File: config.mk
export PLATFORM = sky130hd
export DESIGN_NAME = account_db
export DESIGN_NICKNAME = d
export VERILOG_FILES = /design/src/rtl/account_db_pkg.sv /design/src/rtl/account_regfile.sv /design/src/rtl/account_db.sv
export SDC_FILE = /design/constraint.sdc
export NUM_CORES = 1
export LEC_CHECK = 0
export BUFFER_PORTS_ARGS = -buffer_cell sky130_fd_sc_hd__buf_2
export CORE_MARGIN = 8
export CORE_UTILIZATION = 59
export CTS_CLUSTER_DIAMETER = 200
export CTS_CLUSTER_SIZE = 40
export DETAILED_ROUTE_END_ITERATION = 16
export PLACE_DENSITY = 0.78
export SLEW_MARGIN = 20
export SYNTH_ARGS = -nofsm -noshare
export SYNTH_HDL_FRONTEND = slang
export SYNTH_SLANG_ARGS = --single-unit
File: constraint.sdc
create_clock -name clk -period 10.2 [get_ports clk]
set_input_delay 2.04 -clock clk [delete_from_list [all_inputs] [get_ports clk]]
set_output_delay 2.04 -clock clk [all_outputs]
set_load 0.01 [all_outputs]
File: src/rtl/account_db_pkg.sv
// Shared types and defaults for the account store and the ATM session FSM.
package account_db_pkg;

    typedef enum logic [2:0] {
        S_IDLE,
        S_LOAD,
        S_WAIT_PIN,
        S_CHECK,
        S_AUTH,
        S_LOCKED
    } state_t;

    localparam int BALANCE_WIDTH = 20;
    localparam int PIN_WIDTH     = 16;
    localparam int MAX_TRIES     = 3;

endpackage

File: src/rtl/account_regfile.sv
// Per-account PIN, balance, fail count and lock flag, with one registered read port.
module account_regfile
    import account_db_pkg::*;
#(
    parameter int balance_width = BALANCE_WIDTH,
    parameter int num_accounts  = 4,
    parameter int id_width      = 2,
    parameter int pin_width     = PIN_WIDTH
) (
    input  logic                     clk,
    input  logic                     rst,
    input  logic [id_width-1:0]      i_rd_id,
    output logic [pin_width-1:0]     o_rd_pin,
    output logic [balance_width-1:0] o_rd_balance,
    output logic [1:0]               o_rd_fail,
    output logic                     o_rd_lock,
    input  logic [id_width-1:0]      i_sess_id,
    input  logic                     i_commit_we,
    input  logic [balance_width-1:0] i_commit_balance,
    input  logic                     i_fail_we,
    input  logic [1:0]               i_fail_val,
    input  logic                     i_lock_val,
    input  logic                     i_prov_we,
    input  logic [id_width-1:0]      i_prov_id,
    input  logic [pin_width-1:0]     i_prov_pin,
    input  logic [balance_width-1:0] i_prov_balance
);

    localparam logic [id_width:0] NUM_ACC = (id_width + 1)'(num_accounts);

    logic [pin_width-1:0]     r_pin     [num_accounts];
    logic [balance_width-1:0] r_balance [num_accounts];
    logic [1:0]               r_fail    [num_accounts];
    logic                     r_lock    [num_accounts];

    always_ff @(posedge clk or posedge rst) begin
        if (rst) begin
            o_rd_pin     <= '0;
            o_rd_balance <= '0;
            o_rd_fail    <= '0;
            o_rd_lock    <= 1'b0;
            for (int i = 0; i < num_accounts; i++) begin
                r_pin[i]     <= '0;
                r_balance[i] <= '0;
                r_fail[i]    <= '0;
                r_lock[i]    <= 1'b0;
            end
        end else begin
            // Ids beyond the stored accounts read back as an all-zero record.
            if ({1'b0, i_rd_id} < NUM_ACC) begin
                o_rd_pin     <= r_pin[i_rd_id];
                o_rd_balance <= r_balance[i_rd_id];
                o_rd_fail    <= r_fail[i_rd_id];
                o_rd_lock    <= r_lock[i_rd_id];
            end else begin
                o_rd_pin     <= '0;
                o_rd_balance <= '0;
                o_rd_fail    <= '0;
                o_rd_lock    <= 1'b0;
            end
            if (i_prov_we) begin
                r_pin[i_prov_id]     <= i_prov_pin;
                r_balance[i_prov_id] <= i_prov_balance;
                r_fail[i_prov_id]    <= '0;
                r_lock[i_prov_id]    <= 1'b0;
            end
            if (i_commit_we) begin
                r_balance[i_sess_id] <= i_commit_balance;
            end
            if (i_fail_we) begin
                r_fail[i_sess_id] <= i_fail_val;
                r_lock[i_sess_id] <= i_lock_val;
            end
        end
    end

endmodule

File: src/rtl/account_db.sv
// Account store and PIN checker: session FSM, registered outputs and the account register file.
module account_db
    import account_db_pkg::*;
#(
    parameter int balance_width = BALANCE_WIDTH,
    parameter int num_accounts  = 4,
    parameter int id_width      = 2,
    parameter int pin_width     = PIN_WIDTH,
    parameter int max_tries     = MAX_TRIES
) (
    input  logic                     clk,
    input  logic                     rst,
    input  logic                     card_in,
    input  logic [id_width-1:0]      card_id,
    input  logic                     pin_valid,
    input  logic [pin_width-1:0]     pin_in,
    input  logic                     commit_en,
    input  logic [balance_width-1:0] commit_balance,
    input  logic                     prov_en,
    input  logic [id_width-1:0]      prov_id,
    input  logic [pin_width-1:0]     prov_pin,
    input  logic [balance_width-1:0] prov_balance,
    output logic [balance_width-1:0] current_balance,
    output logic                     check_done,
    output logic                     wrong_psw,
    output logic                     authed,
    output logic                     locked,
    output logic                     busy
);

    localparam logic [id_width:0] NUM_ACC = (id_width + 1)'(num_accounts);
    localparam logic [1:0]        MAX_T   = 2'(max_tries);

    state_t                   r_state;
    logic [id_width-1:0]      r_sess_id;
    logic [balance_width-1:0] r_cur_bal;
    logic                     r_check_done;
    logic                     r_wrong_psw;
    logic                     r_authed;
    logic                     r_locked;
    logic                     r_busy;

    logic [id_width-1:0]      w_rd_id;
    logic [pin_width-1:0]     w_rd_pin;
    logic [balance_width-1:0] w_rd_balance;
    logic [1:0]               w_rd_fail;
    logic                     w_rd_lock;
    logic [1:0]               w_fail_next;
    logic                     w_prov_we;
    logic                     w_commit_we;
    logic                     w_fail_we;

    // Address by card_id while idle so the record is already registered when LOAD runs.
    assign w_rd_id     = (r_state == S_IDLE) ? card_id : r_sess_id;
    assign w_fail_next = (w_rd_fail >= MAX_T) ? MAX_T : w_rd_fail + 2'd1;
    assign w_prov_we   = (r_state == S_IDLE) && !card_in && prov_en && ({1'b0, prov_id} < NUM_ACC);
    assign w_commit_we = (r_state == S_AUTH) && commit_en;
    // The attempt is recorded even if the card is pulled during CHECK, so pulling it cannot reset the count.
    assign w_fail_we   = (r_state == S_CHECK);

    account_regfile #(
        .balance_width (balance_width),
        .num_accounts  (num_accounts),
        .id_width      (id_width),
        .pin_width     (pin_width)
    ) u_regfile (
        .clk              (clk),
        .rst              (rst),
        .i_rd_id          (w_rd_id),
        .o_rd_pin         (w_rd_pin),
        .o_rd_balance     (w_rd_balance),
        .o_rd_fail        (w_rd_fail),
        .o_rd_lock        (w_rd_lock),
        .i_sess_id        (r_sess_id),
        .i_commit_we      (w_commit_we),
        .i_commit_balance (commit_balance),
        .i_fail_we        (w_fail_we),
        .i_fail_val       (r_wrong_psw ? w_fail_next : 2'd0),
        .i_lock_val       (r_wrong_psw && (w_fail_next == MAX_T)),
        .i_prov_we        (w_prov_we),
        .i_prov_id        (prov_id),
        .i_prov_pin       (prov_pin),
        .i_prov_balance   (prov_balance)
    );

    always_ff @(posedge clk or posedge rst) begin
        if (rst) begin
            r_state      <= S_IDLE;
            r_sess_id    <= '0;
            r_cur_bal    <= '0;
            r_check_done <= 1'b0;
            r_wrong_psw  <= 1'b0;
            r_authed     <= 1'b0;
            r_locked     <= 1'b0;
            r_busy       <= 1'b0;
        end else begin
            r_check_done <= 1'b0;
            r_wrong_psw  <= 1'b0;
            if (r_state != S_IDLE && !card_in) begin
                r_state   <= S_IDLE;
                r_cur_bal <= '0;
                r_authed  <= 1'b0;
                r_locked  <= 1'b0;
                r_busy    <= 1'b0;
            end else begin
                case (r_state)
                    S_IDLE: begin
                        if (card_in) begin
                            r_sess_id <= card_id;
                            r_busy    <= 1'b1;
                            if ({1'b0, card_id} >= NUM_ACC) begin
                                r_state  <= S_LOCKED;
                                r_locked <= 1'b1;
                            end else begin
                                r_state <= S_LOAD;
                            end
                        end
                    end
                    S_LOAD: begin
                        r_cur_bal <= w_rd_balance;
                        if (w_rd_lock) begin
                            r_state  <= S_LOCKED;
                            r_locked <= 1'b1;
                        end else begin
                            r_state <= S_WAIT_PIN;
                        end
                    end
                    S_WAIT_PIN: begin
                        if (pin_valid) begin
                            r_state      <= S_CHECK;
                            r_check_done <= 1'b1;
                            r_wrong_psw  <= (pin_in != w_rd_pin);
                        end
                    end
                    S_CHECK: begin
                        if (!r_wrong_psw) begin
                            r_state  <= S_AUTH;
                            r_authed <= 1'b1;
                        end else if (w_fail_next == MAX_T) begin
                            r_state  <= S_LOCKED;
                            r_locked <= 1'b1;
                        end else begin
                            r_state <= S_WAIT_PIN;
                        end
                    end
                    S_AUTH: begin
                        if (commit_en) begin
                            r_cur_bal <= commit_balance;
                        end
                    end
                    S_LOCKED: begin
                        if (pin_valid) begin
                            r_check_done <= 1'b1;
                            r_wrong_psw  <= 1'b1;
                        end
                    end
                    default: r_state <= S_IDLE;
                endcase
            end
        end
    end

    assign current_balance = r_cur_bal;
    assign check_done      = r_check_done;
    assign wrong_psw       = r_wrong_psw;
    assign authed          = r_authed;
    assign locked          = r_locked;
    assign busy            = r_busy;

endmodule

==> impl_metrics.tcl, run 1 <==
set metrics [dict create \
    setup_viol 0 \
    synth-async-reset-ratio 1.00 \
    diodes 0 \
    place_inst 1205 \
    grt_max_degree 147 \
    synthCells 929 \
    drc 0 \
    placed_area_um2 11100 \
    synth_edf_count 0 \
    vias 7300 \
    worstHoldStart "current_balance[11]" \
    fin_crit_sh 0.381 \
    total_power_mw 3.27 \
    final_common_cell "dfrtp_1" \
    wl_per_cell_um 19.9 \
    postCtsHoldBufs 0 \
    ys_seq_elements 225 \
    antenna_found_initial 3 \
    critPathMaxFanout 28 \
    gp_congestion 0.817 \
    hold_slack_ns 0.486 \
    num-fill-cells 1365 \
    grt_pass1_vias 7407 \
    slew_viol_final 0 \
    hold_path.class "flip-flop to flip-flop" \
    status "finished clean" \
    tns_ns 0 \
    final_layout_size_suffix_gt1_frac 0.207 \
    worstMarginPinSlew_ns 1.12 \
    cts_root_buf "clkbuf_16" \
    globalRouteMet1Util 0.292 \
    clk_latency_ns 0.47 \
    period_needed_ns 3.89 \
    clk_pin_slew_ns 0.14 \
    final_core_util 0.656 \
    vdd_drop_max_mv 0.274 \
    grt_pass1_wl_um 38900 \
    max_freq_mhz 257 \
    power_frac_clock 0.132 \
    worst_slack_ns 6.31 \
    core_um2 17300 \
    routed_wl_um 24200 \
    crit_start "card_in" \
    start_util 0.605 \
    ioPinCount 107 \
    cts_resized 0 \
    switchingPower_mw 1.19 \
    syn_nets 1015 \
    max-clock-path-buffers 3 \
    final_cells 1216 \
    grt_usage 0.216 \
    internal_power_mw 2.08 \
    grt_use_met2 0.362 \
    via_per_inst 6.00 \
    finalClockSkew_ns 0.0163 \
    fp.dieH_um 149 \
    grt_overflow 0 \
    rsz0062_at_grt "false" \
    pre_cts_slack_ns 5.79 \
    portBuffers 106 \
    synthesis.area_um2 10500 \
    slew_headroom 0.254 \
    cts_tree "yes" \
    met3_usage 0.0361 \
    ys.flop_type "dfrtp_1" \
    worstPathRequired_ns 10.53 \
    final_cell_mix "dfrtp_1, mux2i_1, buf_2" \
    power_density_nw_per_um2 288 \
    fin_nets 1078 \
    p_seq_frac 0.475 \
    synth-seq-area-share 0.538 \
    ant_nets 0 \
    ys_types 48 \
    drt_iter0_drc 591 \
    p_comb_frac 0.393 \
    drtPass1Iterations 5 \
    avgSynthCellArea_um2 11.3 \
    fin_area_um2 11400 \
    die_area_um2 22200 \
    htree_levels 1 \
    path_class "input port to flip-flop" \
    cp-start-kind "input port" \
    die_w_um 149 \
    arrival_ns 4.22 \
    hold_viol_final 0 \
    numCtsBuffers 9 \
    top_usage_layer "met2" \
    cts_num_sinks 225 \
    post_cts_buffers 0 \
    rows 48 \
    hpwl_um 14700 \
    end_kind "flip-flop" \
    area_growth_pct 8.55 \
    p_sw_frac 0.365 \
    cap_violations 0 \
    rr_startpoint "r_state[1]" \
    p_leak_nw 5.45 \
    yosys_warnings 0 \
]
## sequential cells by signal, summed over array words and instances, names as in the netlist, 3 cells and up
| name | count |
|---|---|
| current_balance | 20 |
| r_state | 3 |
| u_regfile.o_rd_balance | 20 |
| u_regfile.o_rd_pin | 16 |
| u_regfile.r_balance | 80 |
| u_regfile.r_fail | 8 |
| u_regfile.r_lock | 4 |
| u_regfile.r_pin | 64 |
## final timing paths
check | end | slack, ns | cells after the start
worst max-delay path | current_balance[12] | 6.31 | 7
worst min-delay path | current_balance[11] | 0.49 | 2
max in group asynchronous | u_regfile.r_balance[27] | 6.90 | 4
worst min register to register | current_balance[11] | 0.49 | 2
worst max register to register | current_balance[12] | 6.98 | 6
min in group asynchronous | u_regfile.r_balance[48] | 1.52 | 2
## Yosys cell counts (all sizes together) (5+ instances only)
library cell,count,share of area
dfrtp,225,0.54
mux2i,141,0.13
a21oi,102,0.049
nand2,86,0.031
nor2,69,0.025
mux2,67,0.072
a22oi,39,0.028
clkbuf,37,0.013
buf,31,0.019
o21ai,24,0.011
o31ai,21,0.015
xnor2,14,0.012
inv,9,0.0032
and2,6,0.0036
nor3,5,0.0024
## power groups by stage
| stage | clock network, mW | logic, mW | registers (mW) |
|---|---|---|---|
| floorplan | 0 | 1.03 | 1.50 |
| global placement | 0 | 1.24 | 1.55 |
| detailed placement | 0 | 1.29 | 1.56 |
| CTS | 0.441 | 1.29 | 1.55 |
| global route | 0.462 | 1.44 | 1.60 |
| finish | 0.431 | 1.29 | 1.55 |
## routing by layer
metal | vias to the layer above | part of all wire | wire, um
met5 | - | 0.0018 | 44
met4 | 6 | 0.014 | 346
met3 | 30 | 0.050 | 1210
met2 | 182 | 0.48 | 11700
met1 | 3668 | 0.45 | 10900
li1 | 3414 | - | -
## critical path, cell delays in order
cell and delay [ns]:
buf_2 0.09, inv_1 0.09, ha_1 0.54, o21a_1 0.35, o32ai_4 0.63, buf_4 0.35, o31ai_1 0.10
## cells by family (layout without fill, tap and decap cells)
| group | count (synthesis) | in the layout | share of synthesized area |
|---|---|---|---|
| flops | 225 | 225 | 0.538 |
| mux | 208 | 208 | 0.207 |
| compound gates | 207 | 207 | 0.121 |
| simple gates | 192 | 192 | 0.0798 |
| buf+inv | 77 | 139 | 0.0358 |
| xor+xnor | 16 | 16 | 0.0134 |
| fa+ha+maj | 4 | 4 | 0.00479 |
## layout make-up
type,count,area [um2],area share
sequential,225,5630,0.496
multi-input combinational,627,4500,0.397
timing repair buffer,120,656,0.0578
tap,225,282,0.0248
clock buffer,9,225,0.0198
inverter,9,41.3,0.00364
clock inverter,1,16.3,0.00143
Note: power is estimated with default switching activity, not from simulation.
==> inputs of run 2 (changes only) <==
Clock period 10.2 ns to 3.95 ns, I/O delays scaled along.
==> run 2 against run 1 <==
  * Non-clock buffer count is 11 higher
  * First-iteration DRC count is 5.9% lower
  * Clock skew is 0.012 ns higher
  * Setup slack worse by 5.1 ns
  * Via count is 1.7% higher
  * Die area stayed put
  * Largest power group unchanged
==> impl_metrics.tcl, run 2 (synthesis results as in run 1) <==
set metrics [dict create \
    status "finished clean" \
    vias 7423 \
    start_util 0.605 \
    grt_max_degree 73 \
    gp_congestion 0.808 \
    largest_reg_flops 80 \
    htree_levels 1 \
    grt_pass1_vias 7618 \
    portBuffers 106 \
    cts_tree "yes" \
    slew_viol_final 0 \
    grt_usage 0.224 \
    cts_num_sinks 225 \
    worstPathRequired_ns 4.33 \
    antenna_found_initial 2 \
    cts_root_buf "clkbuf_16" \
    final_cell_mix "dfrtp_1, mux2i_1, buf_2" \
    fin_crit_sh 0.686 \
    post_cts_buffers 0 \
    cts_resized 0 \
    ant_nets 0 \
    hold_viol_final 0 \
    fp.dieH_um 149 \
    p_comb_frac 0.400 \
    numCtsBuffers 9 \
    p_leak_nw 5.50 \
    max-clock-path-buffers 3 \
    reg.largest.list "u_regfile.r_balance (80), u_regfile.r_pin (64)" \
    switchingPower_mw 3.13 \
    power_frac_clock 0.130 \
    routed_wl_um 24800 \
    slowest_delay_ns 0.98 \
    postCtsHoldBufs 0 \
    power_density_nw_per_um2 743 \
    drtPass1Iterations 5 \
    period_needed_ns 2.71 \
    die_w_um 149 \
    clk_pin_slew_ns 0.14 \
    rsz0062_at_grt "false" \
    setup_viol 0 \
    hold_path.class "input port to asynchronous set/reset pin" \
    drt_iter0_drc 556 \
    end_kind "flip-flop" \
    cp.buffers_inverters 0 \
    rows 48 \
    grt_pass1_wl_um 40200 \
    p_seq_frac 0.470 \
    area_growth_pct 9.74 \
    final_common_cell "dfrtp_1" \
    critPathMaxFanout 42 \
    path_delay_family "compound AO/OA/AOI/OAI gates" \
    fin_area_um2 11500 \
    cp-start-kind "flip-flop" \
    finalClockSkew_ns 0.0279 \
    core_um2 17300 \
    vdd_drop_max_mv 0.507 \
    final_core_util 0.663 \
    final_layout_size_suffix_gt1_frac 0.216 \
    worstMarginPinSlew_ns 1.13 \
    cap_violations 0 \
    critPathSlowestCell "and2_2" \
    path_class "flip-flop to flip-flop" \
    drc 0 \
    slew_headroom 0.250 \
    largest_register "u_regfile.r_balance" \
    num-fill-cells 1384 \
    total_power_mw 8.53 \
    via_per_inst 6.04 \
    hold_slack_ns 0.437 \
    max_freq_mhz 369 \
    p_sw_frac 0.367 \
    internal_power_mw 5.40 \
    placed_area_um2 11200 \
    fin_nets 1089 \
    arrival_ns 3.09 \
    ioPinCount 107 \
    clk_latency_ns 0.47 \
    crit_chain "o31ai_1 > and2_2 > a21oi_1 > a22oi_1" \
    die_area_um2 22200 \
    grt_overflow 0 \
    tns_ns 0 \
    hpwl_um 16100 \
    wl_per_cell_um 20.2 \
]
[run 2: cell types whose count changed in the layout (fill, tap and decap cells not counted), sizes merged]
cell      change
buf          +11
clkinvlp      +1
diode         +1
inv           -1
[run 2: power by group through the flow]
stage	Sequential (mW)	Clock, mW	Combinational, mW
after global routing	4.13	1.21	3.77
final	4.01	1.11	3.41
after global placement	4.01	0	3.26
after floorplan	3.88	0	2.67
after detailed placement	4.05	0	3.41
after CTS	4.00	1.14	3.43
[run 2: stage by stage]
step	cells	setup slack [ns]
floorplan	929	0.222
global placement	1217	1.30
detailed placement	1217	1.23
CTS	1227	1.22
global route	1228	1.04
finish	1228	1.24
[run 2: final timing paths]
path	from	end	slack, ns	depth (start not counted)
setup reg to reg	r_state[1]	u_regfile.o_rd_pin[7]	1.24	4
max in group asynchronous	rst	u_regfile.o_rd_pin[15]	2.71	3
setup / recovery	r_state[1]	u_regfile.o_rd_pin[7]	1.24	4
min in group clk	current_balance[16]	current_balance[16]	0.49	2
hold / removal	rst	u_regfile.r_balance[65]	0.44	2
hold reg to reg	current_balance[16]	current_balance[16]	0.49	2
[run 2: final cells by class]
type	count	area (um2)	area share
Sequential cell	225	5630	0.491
Multi-Input combinational cell	627	4500	0.392
Timing Repair Buffer	131	781	0.0680
Tap cell	225	282	0.0245
Clock buffer	9	225	0.0196
Inverter	9	37.5	0.00327
Clock inverter	1	16.3	0.00142
Antenna cell	1	2.50	0.000218
[run 2: per-layer routing]
layer / part of all wire / GRT usage / wire length [um]
met4: 0.020 / 0.0520 / 484
met3: 0.055 / 0.0306 / 1370
met5: 0.00057 / 0 / 14
met2: 0.49 / 0.377 / 12100
met1: 0.44 / 0.303 / 10800
